File: src/rtl/clock_mode_ctrl.sv
// rtl/clock_mode_ctrl.sv - Mode/set sequencer for the digital clock
//
// Debounces the four raw buttons, runs the display/set FSM, gates the 1 Hz
// tick into the time counter, raises the midnight day-advance pulse and emits
// one-cycle field-increment pulses while the user edits a field.
//
// Optional feature macro: AUTO_EXIT_EN (idle timeout leaves any SET state).
//
// Ports:
//   clk        system clock
//   rst        asynchronous active-high reset
//   tick_1hz   one-cycle pulse per second
//   btn[3:0]   raw buttons: [0]=MODE [1]=INC [2]=EXIT [3]=DISP
//   hr/min/sec current time, binary
//   time_enb   registered tick forwarded to the time counter (RUN states)
//   day_adv    midnight pulse, coincident with time_enb at 23:59:59
//   inc_hr/inc_min/inc_mon/inc_day  one-cycle field-increment pulses
//   disp_date  1 = show MM/DD, 0 = show HH:MM
//   set_mode   1 while in any SET state
//   field      field being edited: 0=HR 1=MIN 2=MON 3=DAY (0 in RUN states)
//   blink      blink phase for the edited field

module clock_mode_ctrl #(
  parameter int DEB_CYCLES  = 4,
  parameter int TIMEOUT_SEC = 10
) (
  input  logic       clk,
  input  logic       rst,
  input  logic       tick_1hz,
  input  logic [3:0] btn,
  input  logic [5:0] hr,
  input  logic [5:0] min,
  input  logic [5:0] sec,
  output logic       time_enb,
  output logic       day_adv,
  output logic       inc_hr,
  output logic       inc_min,
  output logic       inc_mon,
  output logic       inc_day,
  output logic       disp_date,
  output logic       set_mode,
  output logic [1:0] field,
  output logic       blink
);

  localparam int CW = $clog2(DEB_CYCLES + 1);

  typedef enum logic [2:0] {
    RUN_TIME = 3'd0,
    RUN_DATE = 3'd1,
    SET_HR   = 3'd2,
    SET_MIN  = 3'd3,
    SET_MON  = 3'd4,
    SET_DAY  = 3'd5
  } state_t;

  state_t state, next_state;

  logic [3:0]         sync1, sync2, level, level_d, press;
  logic [3:0][CW-1:0] deb_cnt;
  logic [3:0]         inc_next;
  logic               timeout;

  // ---------------------------------------------------------------------
  // Button input path: synchronizer, debounce counter, registered edge.
  // The edge is registered so a state change lands DEB_CYCLES+4 clocks
  // after the raw rising edge.
  // ---------------------------------------------------------------------
  always_ff @(posedge clk or posedge rst) begin
    if (rst) begin
      sync1   <= '0;
      sync2   <= '0;
      level   <= '0;
      level_d <= '0;
      press   <= '0;
      deb_cnt <= '0;
    end else begin
      sync1   <= btn;
      sync2   <= sync1;
      level_d <= level;
      press   <= level & ~level_d;
      for (int i = 0; i < 4; i++) begin
        if (sync2[i] == level[i]) begin
          deb_cnt[i] <= '0;
        end else if (deb_cnt[i] == CW'(DEB_CYCLES - 1)) begin
          level[i]   <= sync2[i];
          deb_cnt[i] <= '0;
        end else begin
          deb_cnt[i] <= deb_cnt[i] + 1'b1;
        end
      end
    end
  end

  wire ev_mode = press[0];
  wire ev_inc  = press[1];
  wire ev_exit = press[2];
  wire ev_disp = press[3];

  function automatic logic is_set(input state_t s);
    return (s != RUN_TIME) && (s != RUN_DATE);
  endfunction

  function automatic logic [1:0] field_of(input state_t s);
    case (s)
      SET_MIN: return 2'd1;
      SET_MON: return 2'd2;
      SET_DAY: return 2'd3;
      default: return 2'd0;
    endcase
  endfunction

  function automatic logic shows_date(input state_t s);
    return (s == RUN_DATE) || (s == SET_MON) || (s == SET_DAY);
  endfunction

  // ---------------------------------------------------------------------
  // Idle timeout
  // ---------------------------------------------------------------------
`ifdef AUTO_EXIT_EN
  logic [3:0] idle_cnt;

  always_ff @(posedge clk or posedge rst) begin
    if (rst) begin
      idle_cnt <= '0;
    end else if (!is_set(next_state) || (next_state != state) || (|press)) begin
      idle_cnt <= '0;
    end else if (tick_1hz && (idle_cnt != 4'(TIMEOUT_SEC))) begin
      idle_cnt <= idle_cnt + 4'd1;
    end
  end

  assign timeout = (idle_cnt == 4'(TIMEOUT_SEC));
`else
  assign timeout = 1'b0;
  logic unused_timeout_sec;
  assign unused_timeout_sec = (TIMEOUT_SEC > 0);
`endif

  // ---------------------------------------------------------------------
  // FSM
  // ---------------------------------------------------------------------
  always_ff @(posedge clk or posedge rst) begin
    if (rst) state <= RUN_TIME;
    else     state <= next_state;
  end

  // Events that are meaningless in the current state are skipped, so the
  // highest-priority event that is valid here is the one that acts.
  always_comb begin
    next_state = state;
    inc_next   = 4'b0000;
    case (state)
      RUN_TIME: begin
        if (ev_mode)      next_state = SET_HR;
        else if (ev_disp) next_state = RUN_DATE;
      end
      RUN_DATE: begin
        if (ev_mode)      next_state = SET_HR;
        else if (ev_disp) next_state = RUN_TIME;
      end
      SET_HR, SET_MIN, SET_MON, SET_DAY: begin
        if (ev_exit) begin
          next_state = RUN_TIME;
        end else if (ev_mode) begin
          case (state)
            SET_HR:  next_state = SET_MIN;
            SET_MIN: next_state = SET_MON;
            SET_MON: next_state = SET_DAY;
            default: next_state = RUN_TIME;
          endcase
        end else if (ev_inc) begin
          // inc_next bit order: [3]=hr [2]=min [1]=mon [0]=day
          inc_next[3 - field_of(state)] = 1'b1;
        end else if (timeout) begin
          next_state = RUN_TIME;
        end
      end
      default: next_state = RUN_TIME;
    endcase
  end

  // ---------------------------------------------------------------------
  // Registered outputs. State-derived outputs are decoded from next_state
  // so they change in the same clock as the state register.
  // ---------------------------------------------------------------------
  wire run_now  = !is_set(state);
  wire midnight = (hr == 6'd23) && (min == 6'd59) && (sec == 6'd59);

  always_ff @(posedge clk or posedge rst) begin
    if (rst) begin
      time_enb  <= 1'b0;
      day_adv   <= 1'b0;
      inc_hr    <= 1'b0;
      inc_min   <= 1'b0;
      inc_mon   <= 1'b0;
      inc_day   <= 1'b0;
      disp_date <= 1'b0;
      set_mode  <= 1'b0;
      field     <= 2'd0;
      blink     <= 1'b0;
    end else begin
      time_enb  <= tick_1hz & run_now;
      day_adv   <= tick_1hz & run_now & midnight;
      inc_hr    <= inc_next[3];
      inc_min   <= inc_next[2];
      inc_mon   <= inc_next[1];
      inc_day   <= inc_next[0];
      disp_date <= shows_date(next_state);
      set_mode  <= is_set(next_state);
      field     <= field_of(next_state);
      // Any state change restarts the blink phase at 0.
      if ((next_state != state) || !is_set(next_state)) blink <= 1'b0;
      else if (tick_1hz)                                blink <= ~blink;
    end
  end

endmodule
File: config.mk
export PLATFORM = sky130hd
export DESIGN_NAME = clock_mode_ctrl
export DESIGN_NICKNAME = d
export VERILOG_FILES = /design/src/rtl/clock_mode_ctrl.sv
export SDC_FILE = /design/constraint.sdc
export NUM_CORES = 1
export LEC_CHECK = 0
export ABC_AREA = 1
export BUFFER_PORTS_ARGS = -buffer_cell sky130_fd_sc_hd__buf_4
export CAP_MARGIN = 10
export CORE_MARGIN = 2
export CORE_UTILIZATION = 50
export CTS_CLUSTER_DIAMETER = 150
export DETAILED_ROUTE_END_ITERATION = 6
export GPL_TIMING_DRIVEN = 1
export MAX_ROUTING_LAYER = met4
export PLACE_DENSITY = 0.73
export SLEW_MARGIN = 20
export SYNTH_ARGS = -nofsm -noshare
export SYNTH_HDL_FRONTEND = slang
export SYNTH_SLANG_ARGS = --single-unit
File: constraint.sdc
create_clock -name clk -period 3.19 [get_ports clk]
set_input_delay 0.319 -clock clk [delete_from_list [all_inputs] [get_ports clk]]
set_output_delay 0.319 -clock clk [all_outputs]
set_load 0.01 [all_outputs]
==> results.yml <==
placed_design:
  port_buffers: 35
  gp_congestion: 0.8581
  dpl.hpwl_um: 2320
drt:
  vias: 1216
  drtAntennaViolNets: 0
  drt_iter0_drc: 42
  firstDrtPassIters: 4
  wl_per_cell_um: 11.60
  via_per_inst: 4.750
  drc: 0
  routed_wl_um: 2970
synth:
  synth_seq_cells: 46
  synth_cells: 167
  syn_area_um2: 1814
  seq_area_frac_synth: 0.6345
  ys.warnings.count: 0
  postSynthNetCount: 196
  syn_avg_cell_area_um2: 10.86
  synth_cell_types: 23
power_and_ir_drop:
  powerDensity_nw_per_um2: 759.3
  leakagePower_nw: 1.145
  ir_worst_vdd_uv: 462.7
  p_comb_frac: 0.328
  pwr-share-clk: 0.166
  p_int_w: 0.001075
  switchingPower_w: 0.0005873
  p_sw_frac: 0.3532
  p_seq_frac: 0.506
clock_network:
  clkSinkCount: 46
  cts_root_buffer: "clkbuf_4"
  clk_path_buf_depth: 2
  post_cts_buffers: 0
  htreeDepth: 2
  cts_tree: "yes"
  clkTransAtPathRegs_ns: 0.12
  cts_buffers: 5
  insertion_delay_ns: 0.35
sta:
  whs_ns: 0.06958
  tightest_slew_ns: 0.6372
  grt_setup_unrepaired: "no"
  fin_crit_ns: 1.371
  timing.final.hold_violations: 0
  timing.final.crit_share: 0.4298
  max_freq_ghz: 0.7293
  fin_tns_setup_ns: 0
  slew_headroom: 0.5726
  maxSlewViolCount: 0
  setup_viol: 0
  finClkSkew_ns: 0.007582
global_route:
  grtUsageTotal: 0.1760
  antenna_found_initial: 0
  grt_pass1_wl_um: 5285
  grt-ovfl-total: 0
  grt_max_degree: 29
  grt_pass1_vias: 1260
setup_path:
  path_class: "reg2reg"
  required_ns: 3.48
  crit_arrival_ns: 1.66
  crit_path_start_kind: "flop"
  critPathCaptureType: "flop"
  crit_fanout: 8
final_layout:
  drive_above_1_share: 0.2857
  final_cell_mix: "46 x dfrtp_1, 36 x buf_4, 23 x inv_1, 21 x nor2_1, 21 x nand2_1"
  syn2layout_area_growth_pct: 20.69
  diodes: 0
  nNetsFinal: 238
  final_common_cell: "dfrtp_1"
floorplan:
  coreArea_um2: 3416
  fp.dieW_um: 64.24
  rows: 21
  initial_utilization: 0.5311
  dieArea_um2: 4126
  die_h_um: 64.24
  pin_count: 36
run_status:
  status: "finished clean"
flow_run:
  drv_cap: 0
min_path:
  holdCritPathClass: "in2reg"
-- worst paths after layout --
kind	start	cells past startpoint	slack, ns	to
max	state[1]	8	1.82	blink
max reg2reg	state[1]	8	1.82	blink
min reg2reg	sync1[3]	0	0.36	sync2[3]
max in group asynchronous	rst	4	1.96	level[2]
min in group asynchronous	rst	3	0.52	field[0]
min	btn[3]	1	0.07	sync1[3]
-- metrics by stage --
step           area (um2)  utilization  worst slack, ns  cells  power [W]
2_1_floorplan        1814            -            1.783    167   0.001256
3_3_place_gp         2120       0.6205            1.838    247   0.001383
3_5_place_dp         2120       0.6205            1.844    247   0.001405
4_1_cts              2190       0.6410            1.812    256   0.001686
5_1_grt              2190       0.6410            1.655    256   0.001804
6_report             2190       0.6410            1.819    256   0.001663
-- layer usage --
metal,vias to the layer above,wire length [um],share of wire,global-route usage
met5,-,0,0,-
met4,0,27,0.0091,0.05585
met1,585,1209,0.41,0.1871
met2,19,1641,0.55,0.3060
met3,4,91,0.031,0.06338
li1,608,-,-,-
-- registers in the layout, summed over array words and instances (netlist names) --
name       count
deb_cnt       12
inc_min        1
inc_day        1
set_mode       1
level_d        4
field          2
state          3
day_adv        1
time_enb       1
disp_date      1
sync2          4
blink          1
level          4
sync1          4
inc_mon        1
press          4
inc_hr         1
-- cell type report --
cell class | count | area (um2)
Timing Repair Buffer | 37 | 280.3
Tap cell | 46 | 57.56
Sequential cell | 46 | 1151
Fill cell | 299 | 1226
Clock inverter | 1 | 5.005
Inverter | 26 | 100.1
Clock buffer | 7 | 55.05
Multi-Input combinational cell | 93 | 540.5
-- what timing repair did --
item | 4_1_cts | 5_1_grt
endpoints found under the hold margin | 18 | 0
hold buffers | 1 | 0
endpoints found under the setup margin | 0 | 0
resized for setup | 0 | 0
-- critical path: stages (launching register included) --
cell,delay [ns]
dfrtp_1,0.53
inv_4,0.12
nand2_4,0.06
nand2_2,0.09
nand2_2,0.07
nand3b_4,0.18
nand2_1,0.09
nand3_2,0.07
nor2_1,0.10
-- power by group through the flow --
stage	logic, W	clock network [W]	registers [W]
after floorplan	0.000426	0	0.000830
after global placement	0.000534	0	0.000849
after detailed placement	0.000550	0	0.000855
after CTS	0.000554	0.000289	0.000843
after global routing	0.000628	0.000313	0.000863
final	0.000546	0.000276	0.000841
-- logic make-up after synthesis --
group           Yosys count  synth area share
fa+ha+maj                 4           0.02759
compound gates            8           0.02414
xor+xnor                  5           0.02414
buf+inv                  28           0.06759
flops                    46            0.6345
simple gates             76            0.2221
-- synthesized netlist by cell type (all sizes together) --
| library cell | number | area, um2 |
|---|---|---|
| nor3b | 3 | 22.52 |
| dfrtp | 46 | 1151 |
| ha | 4 | 50.05 |
| nand2 | 28 | 127.6 |
| a21oi | 6 | 30.03 |
| inv | 26 | 100.1 |
| nor4b | 1 | 15.01 |
| nor3 | 7 | 35.03 |
| xor2 | 1 | 8.760 |
| nand3b | 1 | 20.02 |
| nand4 | 5 | 31.28 |
| a221oi | 1 | 8.760 |
| buf | 2 | 22.52 |
| nand3 | 8 | 60.06 |
| o21ai | 1 | 5.000 |
| nor2 | 23 | 91.34 |
| xnor2 | 4 | 35.03 |
Power figures use the tool's default switching activity.
